### src/rtl/prefetch_queue_ctrl_pkg.sv
// Shared fetch-path definitions: reset segment/IP constants, FSM states and the
// segmented-to-physical address helper that the RAM address path also uses.
package prefetch_queue_ctrl_pkg;

    localparam logic [15:0] DEF_RESET_CS = 16'hFFFF;
    localparam logic [15:0] DEF_RESET_IP = 16'h0000;

    typedef enum logic {
        ST_RUN  = 1'b0,
        ST_HALT = 1'b1
    } fetch_state_e;

    // Physical address wraps at 1 MiB.
    function automatic logic [19:0] phys_addr(input logic [15:0] cs, input logic [15:0] ip);
        return {cs, 4'b0000} + {4'b0000, ip};
    endfunction

endpackage

### src/rtl/prefetch_queue_ctrl_fifo.sv
// Byte FIFO for the prefetch queue; tracks the IP of the head byte as a sideband.
// Clear has priority over push and pop.
module prefetch_fifo
    import prefetch_queue_ctrl_pkg::*;
#(
    parameter int unsigned DEPTH    = 6,
    parameter logic [15:0] RESET_IP = DEF_RESET_IP
) (
    input  logic        clk,
    input  logic        rst,
    input  logic        clear,
    input  logic [15:0] clear_ip,
    input  logic        push,
    input  logic [7:0]  push_byte,
    input  logic        pop,
    output logic [3:0]  count,
    output logic [7:0]  head_byte,
    output logic [15:0] head_ip
);

    localparam int unsigned PTR_W = $clog2(DEPTH);

    logic [7:0]       mem [DEPTH];
    logic [PTR_W-1:0] rd_ptr;
    logic [PTR_W-1:0] wr_ptr;
    logic             do_pop;

    function automatic logic [PTR_W-1:0] next_ptr(input logic [PTR_W-1:0] p);
        return (p == PTR_W'(DEPTH - 1)) ? '0 : p + 1'b1;
    endfunction

    assign do_pop = pop & (count != 4'd0);

    always_ff @(posedge clk or posedge rst) begin
        if (rst) begin
            rd_ptr  <= '0;
            wr_ptr  <= '0;
            count   <= '0;
            head_ip <= RESET_IP;
        end else if (clear) begin
            rd_ptr  <= '0;
            wr_ptr  <= '0;
            count   <= '0;
            head_ip <= clear_ip;
        end else begin
            if (push)
                wr_ptr <= next_ptr(wr_ptr);
            if (do_pop) begin
                rd_ptr  <= next_ptr(rd_ptr);
                head_ip <= head_ip + 16'd1;
            end
            count <= count + 4'(push) - 4'(do_pop);
        end
    end

    always_ff @(posedge clk) begin
        if (push && !clear)
            mem[wr_ptr] <= push_byte;
    end

    assign head_byte = (count != 4'd0) ? mem[rd_ptr] : '0;

endmodule

### src/rtl/prefetch_queue_ctrl.sv
// Instruction fetch controller: issues sequential ROM reads at CS:IP into a
// prefetch queue and streams bytes to the decoder; flush redirects fetch.
module prefetch_queue_ctrl
    import prefetch_queue_ctrl_pkg::*;
#(
    parameter int unsigned QUEUE_DEPTH = 6,
    parameter logic [15:0] RESET_CS    = DEF_RESET_CS,
    parameter logic [15:0] RESET_IP    = DEF_RESET_IP
) (
    input  logic        clk,
    input  logic        rst,
    input  logic        flush,
    input  logic [15:0] flush_cs,
    input  logic [15:0] flush_ip,
    input  logic        halt,
    output logic        rom_en,
    output logic [19:0] rom_addr,
    input  logic [7:0]  rom_data,
    output logic        q_valid,
    output logic [7:0]  q_byte,
    output logic [15:0] q_ip,
    input  logic        q_ready,
    output logic [3:0]  q_count
);

    fetch_state_e state;
    logic [15:0]  fetch_cs;
    logic [15:0]  fetch_ip;
    logic         inflight;
    logic         discard;
    logic [4:0]   occupancy;
    logic         issue;
    logic         push;
    logic         pop;

    // Occupancy counts the outstanding read; a same-cycle pop earns no credit.
    assign occupancy = {1'b0, q_count} + {4'b0000, inflight};
    assign issue     = ~rst & (state == ST_RUN) & ~flush & (occupancy < 5'(QUEUE_DEPTH));
    assign rom_en    = issue;
    assign rom_addr  = issue ? phys_addr(fetch_cs, fetch_ip) : '0;

    assign push    = inflight & ~discard;
    assign pop     = q_valid & q_ready & ~flush;
    assign q_valid = (q_count != 4'd0);

    always_ff @(posedge clk or posedge rst) begin
        if (rst) begin
            state    <= ST_RUN;
            fetch_cs <= RESET_CS;
            fetch_ip <= RESET_IP;
            inflight <= 1'b0;
            discard  <= 1'b0;
        end else begin
            inflight <= issue;
            discard  <= flush & inflight;
            if (flush) begin
                fetch_cs <= flush_cs;
                fetch_ip <= flush_ip;
            end else if (issue) begin
                fetch_ip <= fetch_ip + 16'd1;
            end
            case (state)
                ST_RUN:  if (halt && !flush) state <= ST_HALT;
                ST_HALT: if (!halt)          state <= ST_RUN;
                default:                     state <= ST_RUN;
            endcase
        end
    end

    prefetch_fifo #(
        .DEPTH    (QUEUE_DEPTH),
        .RESET_IP (RESET_IP)
    ) u_fifo (
        .clk       (clk),
        .rst       (rst),
        .clear     (flush),
        .clear_ip  (flush_ip),
        .push      (push),
        .push_byte (rom_data),
        .pop       (pop),
        .count     (q_count),
        .head_byte (q_byte),
        .head_ip   (q_ip)
    );

endmodule

### config.mk
export PLATFORM = sky130hd
export DESIGN_NAME = prefetch_queue_ctrl
export DESIGN_NICKNAME = d
export VERILOG_FILES = /design/src/rtl/prefetch_queue_ctrl_pkg.sv /design/src/rtl/prefetch_queue_ctrl_fifo.sv /design/src/rtl/prefetch_queue_ctrl.sv
export SDC_FILE = /design/constraint.sdc
export NUM_CORES = 1
export LEC_CHECK = 0
export BUFFER_PORTS_ARGS = -buffer_cell sky130_fd_sc_hd__buf_2
export CAP_MARGIN = 20
export CORE_MARGIN = 2
export CORE_UTILIZATION = 55
export CTS_CLUSTER_DIAMETER = 60
export DETAILED_ROUTE_END_ITERATION = 10
export PLACE_DENSITY = 0.78
export REMOVE_ABC_BUFFERS = 1
export SYNTH_ARGS = -nofsm -noshare
export SYNTH_HDL_FRONTEND = slang
export SYNTH_SLANG_ARGS = --single-unit
export TNS_END_PERCENT = 1
### constraint.sdc
create_clock -name clk -period 5.15 [get_ports clk]
set_clock_uncertainty 0.2 [all_clocks]
set_input_delay 0.2575 -clock clk [delete_from_list [all_inputs] [get_ports clk]]
set_output_delay 0.2575 -clock clk [all_outputs]
set_load 0.1 [all_outputs]
# ---- Yosys cells after proc, flatten, opt, wreduce, memory -nomap -nowiden
# Memory sizes are Yosys's and may differ from the RTL's.
# Index checks and enable logic that the tools add are counted.
dict set report word_totals {
  regBits 61
  ramBits 48
  input_bits 45
  output_inout_bits 50
  wordCells 58
  memories 1
}
# memory depth width read_ports rd_clocked_by_memory_dff wr line_no
set memory_table {}
lappend memory_table {u_fifo.mem 6 8 1 0 1 prefetch_queue_ctrl_fifo.sv:23} ;# logic [7:0] mem [DEPTH];
dict set report classes {
  addsub 8
  n_lt_le_gt_ge 1
  eq_ne 2
  mux 18
  bitwise 12
  n_reduce_logical 7
}
# operator count
set ops {}
lappend ops {{16-bit two-way mux} 4}
lappend ops {{16-bit by 1-bit adder with 16-bit output, second input constant} 2}
lappend ops {{20-bit by 16-bit adder with 20-bit output} 1}
lappend ops {{20-bit two-way mux} 1}
lappend ops {{3-bit two-way mux} 6}
lappend ops {{1-bit bitwise AND} 8}
lappend ops {{8-bit two-way mux} 1}
lappend ops {{3-bit by 1-bit adder with 3-bit output, second input constant} 2}
lappend ops {{3-bit equality test, second input constant} 2}
lappend ops {{2-bit nonzero test} 3}
lappend ops {{4-bit by 1-bit adder with 5-bit output} 1}
lappend ops {{5-bit by 3-bit < comparator with 1-bit output, second input constant} 1}
lappend ops {{4-bit by 1-bit adder with 4-bit output} 1}
lappend ops {{1-bit two-way mux} 4}
lappend ops {{4-bit two-way mux} 1}
lappend ops {{1-bit inverter} 4}
lappend ops {{4-bit nonzero test} 1}
lappend ops {{4-bit by 1-bit subtractor with 4-bit output} 1}
lappend ops {{1-bit logical AND} 2}
lappend ops {{1-bit case mux with 2 select lines} 1}
lappend ops {{1-bit logical NOT} 1}

# ---- Depth between registers and ports, before layout
dict set report logic_depth {
  word_depth 6
  depth_mapped 13
  depth_no_buf 13
}

# ---- Hierarchy
# From an unflattened synthesis, not the netlist that was laid out.
dict set report hier_totals {
  cells_unflattened 532
  hier_area_um2 5860.6
}
# module instances cells_per_inst area_each_um2
set by_module_without_submodules {}
lappend by_module_without_submodules {prefetch_fifo 1 264 3385.7}
lappend by_module_without_submodules {prefetch_queue_ctrl 1 268 2474.9}

# ---- Least setup slack after synthesis
# OpenSTA, ideal clock, no wires.
dict set report synth_path {
  path_kind {register to output}
  start {register u_fifo.count[0]}
  end {output rom_addr[19]}
  t_arrival_ps 4382
  required_time_ps 4693
  slack_ps 310
  stages_incl_launch_ff 9
  path_cell_list {dfrtp_1 -> and2_1 -> ha_1 -> nor2b_1 -> o21ai_1 -> nand4_4 -> clkinv_4 -> nand2b_1 -> o31ai_1}
}
dict set report synth_between {
  elab_chain_len 4
}
# item line_no
set synth_lines {}
lappend synth_lines {{start, declared} prefetch_queue_ctrl_fifo.sv:16} ;# output logic [3:0] count,
lappend synth_lines {{start signal, assigned} prefetch_queue_ctrl_fifo.sv:52} ;# count <= count + 4'(push) - 4'(do_pop);
lappend synth_lines {{4-bit by 1-bit adder with 5-bit output} prefetch_queue_ctrl.sv:37} ;# assign occupancy = {1'b0, q_count} + {4'b0000, inflight};
lappend synth_lines {{5-bit by 3-bit < comparator with 1-bit output} prefetch_queue_ctrl.sv:38} ;# assign issue = ~rst & (state == ST_RUN) & ~flush & (occupancy < 5'(QUEUE_DEPTH));
lappend synth_lines {{1-bit bitwise AND} prefetch_queue_ctrl.sv:38}
lappend synth_lines {{20-bit two-way mux} prefetch_queue_ctrl.sv:40} ;# assign rom_addr = issue ? phys_addr(fetch_cs, fetch_ip) : '0;
lappend synth_lines {{end, declared} prefetch_queue_ctrl.sv:17} ;# output logic [19:0] rom_addr,
# Every way passes these cells.

# ---- Worst setup path after layout
# Ends and elaborated chain as after synthesis.

==> results by group <==
Run status
  • Status: completed

STA
  • Highest attainable clock frequency: 0.285 GHz
  • Headroom to the max-slew limit: 0.407
  • Number of hold-slack violations in the final timing report: 0
  • Shortest clock period the worst path allows after layout: 3.51 ns
  • Final count of negative-setup-slack endpoints: 0
  • Unrepaired setup endpoints after global routing: no
  • Final slew viol count: 0
  • Actual transition at the worst max-transition pin: 0.886 ns
  • Period utilisation layout: 0.681

Yosys
  • Total number of yosys warnings: 0
  • Avg Inst Size Synth: 11.6 sq um
  • Number of register bits inferred by synthesis: 109
  • Seq/Total Area, Yosys: 0.515
  • Gate count of the mapped netlist: 498
  • Synthesized area: 0.00580 sq mm
  • Number of enable-type register cells in the synthesized netlist: 48
  • Synth Flop Type: edfxtp_1
  • Post-synth ARST share: 0.560
  • Unique cell type count in the Yosys netlist: 61

Power
  • Worst-case vdd ir drop: 347 uV
  • Total net switching power: 1.51 mW
  • Ratio of total power to cell area: 443 mW/mm^2
  • Clock Power Share: 0.166
  • Sw frac: 0.488
  • Combinational share of power: 0.479
  • Relative contribution of sequential cells to total power: 0.355
  • Leakage component of the power: 2.89 nW
  • Internal power: 1.59 mW

Cells and area
  • Share of cells above drive strength 1: 0.300
  • Final standard cell utilization of the core: 0.680
  • Fill cell count: 786
  • Layout overhead on the synthesized area: 20.5%
  • Diode count: 0
  • Commonest non-fill, non-tap cell in the layout: buf_2
  • Final Cell Area: 0.00699 sq mm
  • # nets final: 698
  • Most frequent cells in the layout: buf_2, nor2_1, edfxtp_1, dfrtp_1, dlygate4sd3_1

Floorplanning
  • Standard-cell row count: 37
  • Die X-Extent: 107 um
  • Vertical die dimension: 107 um
  • Die Area: 0.0114 sq mm
  • Top Ports: 95
  • Starting density of the core: 0.564
  • Area of the core: 0.0103 sq mm

Clocking
  • Maximum level of the CTS H-tree: 3
  • CTS tree: done
  • Clock buffer depth: 2
  • Post-CTS Setup Bufs: 0
  • Cell at the root of the clock tree: clkbuf_8
  • Clock latency reported for the late side of the worst-skew pair: 0.38 ns
  • Total number of clock tree sinks: 109
  • TritonCTS Buffers: 9
  • Post-CTS clock slew at the launch and capture registers of the worst setup and hold paths: 0.11 ns

Setup path
  • Worst-path maximum fanout: 28
  • Setup CP Type: reg2out
  • CP endpoint kind: output pin
  • Critical path launch point type: flip-flop
  • Required time worst endpoint: 4.69 ns
  • Arrival @ worst endpoint: 3.05 ns

Global route
  • Residual overflow from global routing: 0
  • Global route hottest layer: met2
  • Met1 demand-to-capacity share in global routing: 0.315
  • Pin count of the biggest net entering global routing: 45
  • Met2 Usage GRT: 0.392
  • Vias in the first global route: 4253
  • Wire length of the first global-routing pass: 20.8 mm
  • GRT Resource Usage Total: 0.235
  • Antenna violations before repair: 0
  • Met3 demand-to-capacity share in global routing: 0.0413

Routing
  • Routed wirelength normalized by instance count: 17.4 um
  • 1st-iter DRT viols: 337
  • Vias after detailed routing: 4422
  • ANT nets after route: 0
  • DRC Markers: 0
  • First-pass DRT Iterations: 5
  • Total wire length: 13.4 mm
  • Via density: 5.74

Run
  • Max-Cap Viols: 0

Worst hold path
  • Class of the tightest hold or removal check: in2reg

Placed design
  • Instance area at placement: 0.00635 sq mm
  • HPWL after detailed placement: 9.23 mm
  • Final weighted congestion in routability-driven placement: 0.886
  • Number of buffers added on ports: 94
-- critical path, cell delays in order, from the launching register on --
cell      delay (ns)
dfrtp_1         0.44
and2_1          0.15
ha_1            0.28
nor2b_1         0.13
o21ai_1         0.20
nand4_4         0.41
clkinv_4        0.34
nand2b_1        0.09
o31ai_1         0.17
buf_2           0.46
-- per-layer routing --
layer	vias up	part of all wire	wire length, um
met2	157	0.49	6610
li1	2073	-	-
met1	2162	0.43	5710
met3	30	0.056	752
met4	0	0.022	295
met5	-	0	0
-- final cells by class --
class	count	area (sq um)	share of cell area
inverters	19	76.3	0.0109
multi-input cells	350	2620	0.375
well taps	136	170	0.0244
flip-flops and latches	109	2990	0.428
clock inverters	7	72.6	0.0104
clock buffers	9	124	0.0177
repair buffers	140	938	0.134
-- cells in the mapped netlist, types with 5 or more instances --
| cell type | instances | share of area |
|---|---|---|
| a211oi_1 | 8 | 0.010 |
| a21o_1 | 5 | 0.0065 |
| a21oi_1 | 19 | 0.016 |
| a31oi_1 | 6 | 0.0065 |
| and2_1 | 13 | 0.014 |
| and3_1 | 8 | 0.0086 |
| buf_2 | 5 | 0.0043 |
| clkbuf_1 | 8 | 0.0052 |
| dfrtp_1 | 45 | 0.19 |
| dfstp_2 | 16 | 0.073 |
| edfxtp_1 | 48 | 0.25 |
| ha_1 | 22 | 0.047 |
| inv_1 | 14 | 0.0091 |
| mux2_2 | 23 | 0.045 |
| mux2i_1 | 9 | 0.016 |
| mux4_2 | 8 | 0.031 |
| nand2_1 | 28 | 0.018 |
| nand3_1 | 19 | 0.016 |
| nand4_1 | 8 | 0.0086 |
| nor2_1 | 48 | 0.031 |
| nor2b_1 | 6 | 0.0065 |
| nor3_1 | 7 | 0.0060 |
| o21ai_0 | 7 | 0.0060 |
| o21ai_1 | 22 | 0.019 |
| o311ai_1 | 5 | 0.0076 |
| xnor2_1 | 20 | 0.030 |
| xor2_1 | 11 | 0.017 |
-- power groups by stage --
stage	Clock [mW]	Sequential (mW)	Combinational (mW)
final	0.513	1.10	1.48
after global routing	0.559	1.11	1.57
after CTS	0.525	1.12	1.44
after detailed placement	0	1.14	1.41
after global placement	0	1.13	1.39
after floorplan	0	1.32	0.969
-- per-stage QoR --
| step | TNS (ns) | hold WS, ns | setup WS, ns | std cells | total power [mW] |
|---|---|---|---|---|---|
| finish | 0 | 0.0609 | 1.64 | 770 | 3.10 |
| CTS | 0 | 0.0526 | 1.62 | 769 | 3.08 |
| global route | 0 | 0.0673 | 1.37 | 770 | 3.24 |
| detailed placement | 0 | 0.0833 | 2.05 | 712 | 2.55 |
| floorplan | -0.103 | 0.123 | -0.103 | 478 | 2.28 |
| global placement | 0 | 0.0811 | 2.07 | 712 | 2.52 |
-- sequential cells by signal, indices dropped and copies added, names as in the netlist --
name and count:
discard 1, fetch_cs 16, fetch_ip 16, inflight 1, state 1, u_fifo.count 4, u_fifo.head_ip 16, u_fifo.mem 48
u_fifo.rd_ptr 3, u_fifo.wr_ptr 3
-- logic make-up after synthesis --
kind of cell | synth area share
AOI/OAI and AO/OA | 0.101
xor gates and xnor gates | 0.0496
adders and majority gates | 0.0544
buffers and inverters | 0.0330
DFF | 0.515
muxes | 0.0939
and+or+nand+nor | 0.152
-- path summary, 6_finish.rpt --
| path | from | end | slack [ns] | depth (start not counted) |
|---|---|---|---|---|
| worst max-delay path | u_fifo.count[0] | rom_addr[19] | 1.64 | 9 |
| worst min-delay path | flush_ip[5] | fetch_ip[5] | 0.06 | 3 |
| worst max register to register | u_fifo.count[2] | u_fifo.count[2] | 2.30 | 12 |
| worst min register to register | inflight | discard | 0.36 | 1 |
| max in group asynchronous | rst | fetch_cs[4] | 3.57 | 4 |
| min in group asynchronous | rst | state | 0.26 | 3 |
-- repair_timing --
action / in CTS / in global routing
resized for setup: 0 / 0
endpoints found under the hold margin: 112 / 0
hold buffers: 41 / 0
Power figures use the tool's default switching activity.
